File: src/rtl/mem_stage_pkg.sv
// Shared types and constants for the memory-access pipeline stage.
package mem_stage_pkg;

   localparam int unsigned XLEN   = 32;
   localparam int unsigned REG_AW = 5;

   typedef enum logic [1:0] {
      MEM_B = 2'b00,
      MEM_H = 2'b01,
      MEM_W = 2'b10
   } mem_size_e;

   typedef enum logic {
      IDLE = 1'b0,
      WAIT = 1'b1
   } mst_state_e;

   localparam logic [3:0] BE_BYTE    = 4'b0001;
   localparam logic [3:0] BE_HALF_LO = 4'b0011;
   localparam logic [3:0] BE_HALF_HI = 4'b1100;
   localparam logic [3:0] BE_WORD    = 4'b1111;

   // Context captured at accept and replayed to write-back on ack.
   typedef struct packed {
      logic              is_load;
      logic [1:0]        lane;
      logic [1:0]        size;
      logic              is_unsigned;
      logic              reg_write;
      logic [REG_AW-1:0] write_reg;
      logic [XLEN-1:0]   alu_result;
   } mem_ctx_t;

   // Byte enables for an access of the given size at the given lane.
   function automatic logic [3:0] calc_be(input logic [1:0] size, input logic [1:0] lane);
      logic [3:0] be;
      case (size)
         MEM_B:   be = BE_BYTE << lane;
         MEM_H:   be = lane[1] ? BE_HALF_HI : BE_HALF_LO;
         default: be = BE_WORD;
      endcase
      return be;
   endfunction

   // Replicate store data across every lane it may land in.
   function automatic logic [XLEN-1:0] calc_wdata(input logic [1:0] size, input logic [XLEN-1:0] data);
      logic [XLEN-1:0] wd;
      case (size)
         MEM_B:   wd = {4{data[7:0]}};
         MEM_H:   wd = {2{data[15:0]}};
         default: wd = data;
      endcase
      return wd;
   endfunction

endpackage

File: src/rtl/mem_access_stage_load_align.sv
// Extracts the addressed lane from a read word and sign/zero-extends it.
module load_align
   import mem_stage_pkg::*;
(
   input  logic [XLEN-1:0] rdata,
   input  logic [1:0]      addr,
   input  logic [1:0]      size,
   input  logic            is_unsigned,
   output logic [XLEN-1:0] data_c
);

   logic [7:0]  byte_sel;
   logic [15:0] half_sel;

   // Lane select and extension.
   always_comb begin
      case (addr)
         2'd0:    byte_sel = rdata[7:0];
         2'd1:    byte_sel = rdata[15:8];
         2'd2:    byte_sel = rdata[23:16];
         default: byte_sel = rdata[31:24];
      endcase
      half_sel = addr[1] ? rdata[31:16] : rdata[15:0];
      case (size)
         MEM_B:   data_c = is_unsigned ? {24'd0, byte_sel} : {{24{byte_sel[7]}}, byte_sel};
         MEM_H:   data_c = is_unsigned ? {16'd0, half_sel} : {{16{half_sel[15]}}, half_sel};
         default: data_c = rdata;
      endcase
   end

endmodule

File: src/rtl/mem_access_stage.sv
// Memory-access stage: issues dmem loads/stores and hands a result bundle to write-back.
module mem_access_stage
   import mem_stage_pkg::*;
(
   input  logic              clk,
   input  logic              rst,
   input  logic              in_valid,
   output logic              in_ready,
   input  logic              mem_read,
   input  logic              mem_write,
   input  logic [1:0]        mem_size,
   input  logic              mem_unsigned,
   input  logic              reg_write,
   input  logic [REG_AW-1:0] write_reg,
   input  logic [XLEN-1:0]   alu_result,
   input  logic [XLEN-1:0]   store_data,
   output logic              dmem_req,
   output logic              dmem_we,
   output logic [XLEN-1:0]   dmem_addr,
   output logic [3:0]        dmem_be,
   output logic [XLEN-1:0]   dmem_wdata,
   input  logic              dmem_ack,
   input  logic [XLEN-1:0]   dmem_rdata,
   output logic              wb_valid,
   output logic              wb_reg_write,
   output logic              wb_mem_to_reg,
   output logic [REG_AW-1:0] wb_write_reg,
   output logic [XLEN-1:0]   wb_alu_result,
   output logic [XLEN-1:0]   wb_mem_data,
   output logic              misalign_err
);

   mst_state_e        state_q, state_d;
   mem_ctx_t          ctx_q, ctx_d;
   logic              dmem_req_d, dmem_we_d;
   logic [XLEN-1:0]   dmem_addr_d, dmem_wdata_d;
   logic [3:0]        dmem_be_d;
   logic              wb_valid_d, wb_reg_write_d, wb_mem_to_reg_d, misalign_err_d;
   logic [REG_AW-1:0] wb_write_reg_d;
   logic [XLEN-1:0]   wb_alu_result_d, wb_mem_data_d;
   logic              is_mem, bad_access;
   logic [XLEN-1:0]   load_val_c;

   assign in_ready = (state_q == IDLE);

   load_align u_load_align (
      .rdata       (dmem_rdata),
      .addr        (ctx_q.lane),
      .size        (ctx_q.size),
      .is_unsigned (ctx_q.is_unsigned),
      .data_c      (load_val_c)
   );

   // Classify the incoming instruction; illegal accesses never reach memory.
   always_comb begin
      is_mem     = mem_read | mem_write;
      bad_access = 1'b0;
      if (is_mem) begin
         if (mem_read && mem_write) bad_access = 1'b1;
         case (mem_size)
            MEM_B:   ;
            MEM_H:   if (alu_result[0]) bad_access = 1'b1;
            MEM_W:   if (alu_result[1:0] != 2'b00) bad_access = 1'b1;
            default: bad_access = 1'b1;
         endcase
      end
   end

   // Next-state and next-output logic.
   always_comb begin
      state_d         = state_q;
      ctx_d           = ctx_q;
      dmem_req_d      = dmem_req;
      dmem_we_d       = dmem_we;
      dmem_addr_d     = dmem_addr;
      dmem_be_d       = dmem_be;
      dmem_wdata_d    = dmem_wdata;
      wb_valid_d      = 1'b0;
      misalign_err_d  = 1'b0;
      wb_reg_write_d  = wb_reg_write;
      wb_mem_to_reg_d = wb_mem_to_reg;
      wb_write_reg_d  = wb_write_reg;
      wb_alu_result_d = wb_alu_result;
      wb_mem_data_d   = wb_mem_data;
      case (state_q)
         IDLE: begin
            if (in_valid) begin
               if (!is_mem || bad_access) begin
                  wb_valid_d      = 1'b1;
                  misalign_err_d  = is_mem;
                  wb_reg_write_d  = is_mem ? 1'b0 : reg_write;
                  wb_mem_to_reg_d = 1'b0;
                  wb_write_reg_d  = write_reg;
                  wb_alu_result_d = alu_result;
                  wb_mem_data_d   = '0;
               end else begin
                  state_d           = WAIT;
                  dmem_req_d        = 1'b1;
                  dmem_we_d         = mem_write;
                  dmem_addr_d       = {alu_result[XLEN-1:2], 2'b00};
                  dmem_be_d         = calc_be(mem_size, alu_result[1:0]);
                  dmem_wdata_d      = calc_wdata(mem_size, store_data);
                  ctx_d.is_load     = mem_read;
                  ctx_d.lane        = alu_result[1:0];
                  ctx_d.size        = mem_size;
                  ctx_d.is_unsigned = mem_unsigned;
                  ctx_d.reg_write   = reg_write;
                  ctx_d.write_reg   = write_reg;
                  ctx_d.alu_result  = alu_result;
               end
            end
         end
         WAIT: begin
            if (dmem_ack) begin
               state_d         = IDLE;
               dmem_req_d      = 1'b0;
               wb_valid_d      = 1'b1;
               wb_reg_write_d  = ctx_q.is_load & ctx_q.reg_write;
               wb_mem_to_reg_d = ctx_q.is_load;
               wb_write_reg_d  = ctx_q.write_reg;
               wb_alu_result_d = ctx_q.alu_result;
               wb_mem_data_d   = ctx_q.is_load ? load_val_c : '0;
            end
         end
         default: state_d = IDLE;
      endcase
   end

   // State register.
   always_ff @(posedge clk or posedge rst) begin
      if (rst) state_q <= IDLE;
      else     state_q <= state_d;
   end

   // Output and captured-context registers.
   always_ff @(posedge clk or posedge rst) begin
      if (rst) begin
         ctx_q         <= '0;
         dmem_req      <= 1'b0;
         dmem_we       <= 1'b0;
         dmem_addr     <= '0;
         dmem_be       <= '0;
         dmem_wdata    <= '0;
         wb_valid      <= 1'b0;
         wb_reg_write  <= 1'b0;
         wb_mem_to_reg <= 1'b0;
         wb_write_reg  <= '0;
         wb_alu_result <= '0;
         wb_mem_data   <= '0;
         misalign_err  <= 1'b0;
      end else begin
         ctx_q         <= ctx_d;
         dmem_req      <= dmem_req_d;
         dmem_we       <= dmem_we_d;
         dmem_addr     <= dmem_addr_d;
         dmem_be       <= dmem_be_d;
         dmem_wdata    <= dmem_wdata_d;
         wb_valid      <= wb_valid_d;
         wb_reg_write  <= wb_reg_write_d;
         wb_mem_to_reg <= wb_mem_to_reg_d;
         wb_write_reg  <= wb_write_reg_d;
         wb_alu_result <= wb_alu_result_d;
         wb_mem_data   <= wb_mem_data_d;
         misalign_err  <= misalign_err_d;
      end
   end

endmodule

File: config.mk
export PLATFORM = sky130hd
export DESIGN_NAME = mem_access_stage
export DESIGN_NICKNAME = d
export VERILOG_FILES = /design/src/rtl/mem_stage_pkg.sv /design/src/rtl/mem_access_stage_load_align.sv /design/src/rtl/mem_access_stage.sv
export SDC_FILE = /design/constraint.sdc
export NUM_CORES = 1
export LEC_CHECK = 0
export CAP_MARGIN = 20
export CORE_MARGIN = 2
export CORE_UTILIZATION = 42
export CTS_CLUSTER_SIZE = 20
export DETAILED_ROUTE_END_ITERATION = 16
export PLACE_DENSITY = 0.83
export SLEW_MARGIN = 20
export SYNTH_ARGS = -nofsm -noshare
export SYNTH_HDL_FRONTEND = slang
export SYNTH_HIERARCHICAL = 1
export SYNTH_SLANG_ARGS = --single-unit
File: constraint.sdc
create_clock -name clk -period 5.15 [get_ports clk]
set_input_delay 1.03 -clock clk [delete_from_list [all_inputs] [get_ports clk]]
set_output_delay 1.03 -clock clk [all_outputs]
set_load 0.005 [all_outputs]
==> out/metrics.cfg <==
[timing]
fmax_mhz = 282
clock_skew_ns = 0.00734
period_share_pct = 69.0
drv_slew = 0
rsz0062_at_grt = no
hold_viol = 0
final.setup.tns_ns = 0
setup-violations-final = 0
period_minus_slack_ns = 3.55
slew-limit-headroom_pct = 35.3
worst-slew-pin-transition_ns = 0.969

[floorplanning]
boundaryPins = 255
die_area_um2 = 19100
dieWidth_um = 138
start_util_pct = 42.5
rows = 49
core_um2 = 17800
die_h_um = 138

[routing]
wl_um = 22400
vias_per_cell = 5.68
drt-initial-drc-count = 538
wl_per_cell_um = 19.2
drc = 0
drt_first_pass_iters = 5
via_count = 6628
ant_nets = 0

[pwr]
powerDensity_nw_per_um2 = 448
peakVddDrop_uv = 238
leakagePower_nw = 4.37

[hold_path]
worstHoldPathType = reg -> reg
whs_path_depth = 1
hp-start = dmem_we$_DFFE_PP0P_
hold_path_end = dmem_we$_DFFE_PP0P_

[worst_setup_path]
reg2reg_to = wb_mem_data[20]$_DFFE_PP0P_
r2r_slack_ns = 2.31
arrival_ns = 3.83
reg2reg_depth = 7
critPathKind = in -> reg
critPathLaunchType = input pin
critPathCaptureType = flop
r2r-start = ctx_q[40]$_DFFE_PP0P_
critPathRequiredTime_ns = 5.43
path_max_fanout = 33

[clock_network]
cts_tree = yes
clk_path_buf_depth = 2
htreeDepth = 4
tritoncts_num_sinks = 154
cts_buffers = 17
cts_resized = 0
post_cts_buffers = 0
cts_root_buf = clkbuf_16
hold_buffers = 0
insertion_delay_ns = 0.42
path_clk_slew_ns = 0.06

[status]
status = completed

[synth]
synth_cell_types = 41
synth_cells = 734
ys.flop_type = dfrtp_1
ys_ff_latch = 154
ys_seq_area_share_pct = 51.1
syn_avg_cell_area_um2 = 10.3
synth_edf_count = 0
ys_warn_count = 6
synthArstFlopShare_pct = 100
synthesis.area_um2 = 7550

[placed_design]
port_buffers = 252
dpl.hpwl_um = 15100
dpl_cell_area_um2 = 9990
gp_congestion = 0.830

[layout]
antennaDiodeCount = 0
layout_commonest_cell = clkdlybuf4s50_1
synthToLayoutAreaGrowth_pct = 40.2
design_area_um2 = 10600
final_util_pct = 59.5
final_layout_size_suffix_gt1_share_pct = 6.93
most-common-layout-cells = 252 x clkdlybuf4s50_1, 154 x dfrtp_1, 122 x nand2_1
final_nets = 1040
largest-register = ctx_q
largest_reg_flops = 42

[global_routing]
grt_antenna_before_repair = 0
grt_pass1_wl_um = 35900
grt_pass1_vias = 6527
grt_max_degree = 155
grt_overflow = 0
grt_util_all_layers_pct = 23.3

[run]
cap_violations = 0

## cell families after synthesis
logic type	after synthesis	share of synthesized area, %
AO/OA/AOI/OAI	170	17.1
flip-flops	154	51.1
adder cells (fa/ha/maj)	4	0.663
buffers and inverters	103	7.48
AND/OR/NAND/NOR	226	12.7
multiplexers	76	11.0
other	1	0.0497
## area by class of cell
cell class / count / area, µm²
clock buffer: 21 / 450
sequential: 154 / 3850
timing repair buffer: 266 / 2650
multi-input combinational: 478 / 3160
fill: 1476 / 7190
clock inverter: 11 / 145
tap: 229 / 287
inverter: 8 / 33.8
## synth_stat cells (4+ instances only)
| cell type | n | area, µm² |
|---|---|---|
| nand3_1 | 13 | 65.1 |
| mux2i_1 | 23 | 230 |
| o221ai_1 | 8 | 70.1 |
| o211ai_1 | 7 | 52.6 |
| nor2b_1 | 10 | 62.6 |
| a32o_1 | 20 | 200 |
| nand2_1 | 123 | 462 |
| o22a_1 | 7 | 61.3 |
| clkbuf_1 | 35 | 131 |
| o211ai_2 | 10 | 125 |
| inv_1 | 7 | 26.3 |
| buf_2 | 22 | 110 |
| nor2_1 | 33 | 124 |
| nand2b_1 | 4 | 25.0 |
| mux2_1 | 50 | 563 |
| a31oi_1 | 48 | 300 |
| ha_1 | 4 | 50.1 |
| dfrtp_1 | 154 | 3850 |
| a21oi_1 | 31 | 155 |
| a22oi_1 | 25 | 188 |
| nor3_1 | 39 | 195 |
| buf_4 | 34 | 255 |
## stage by stage
step	worst slack, ns	hold WS (ns)	std cells	power, mW
2_1_floorplan	2.18	0.450	735	2.63
3_3_place_gp	1.29	0.467	1135	3.44
3_5_place_dp	1.24	0.474	1135	3.49
4_1_cts	1.64	0.487	1167	4.78
5_1_grt	1.47	0.509	1167	5.01
6_report	1.60	0.483	1167	4.75
## report_power, final
group	leakage (nW)	total [mW]	switching, mW	internal [mW]
Combinational	2.24	1.66	0.701	0.959
Sequential	1.85	1.81	0.257	1.55
Clock	0.283	1.28	0.501	0.775
## critical path: stages
cell,delay [ns]
clkdlybuf4s50_1,0.55
inv_1,0.10
ha_1,0.40
o211a_1,0.33
a211oi_4,0.24
or2_2,0.64
buf_4,0.39
a31oi_1,0.13
## worst max path at each step
stage,cells past startpoint,startpoint,slack (ns),end
after floorplan,1,rst,2.18,ctx_q[10]$_DFFE_PP0P_
after global placement,8,mem_size[0],1.29,wb_alu_result[13]$_DFFE_PP0P_
after detailed placement,8,mem_size[0],1.24,wb_alu_result[22]$_DFFE_PP0P_
after CTS,8,mem_size[0],1.64,wb_alu_result[18]$_DFFE_PP0P_
after global routing,8,mem_size[0],1.47,wb_alu_result[22]$_DFFE_PP0P_
final,8,mem_size[0],1.60,wb_alu_result[18]$_DFFE_PP0P_
## routing by layer
layer	vias to the layer above	share of wire, %	track usage (%)	routed length, µm
met1	3301	42	30.7	9380
li1	2982	-	-	-
met3	43	8.7	7.48	1960
met2	302	47	35.7	10400
met4	0	3.0	9.77	665
met5	-	0	0	0
Power figures use the tool's default switching activity.
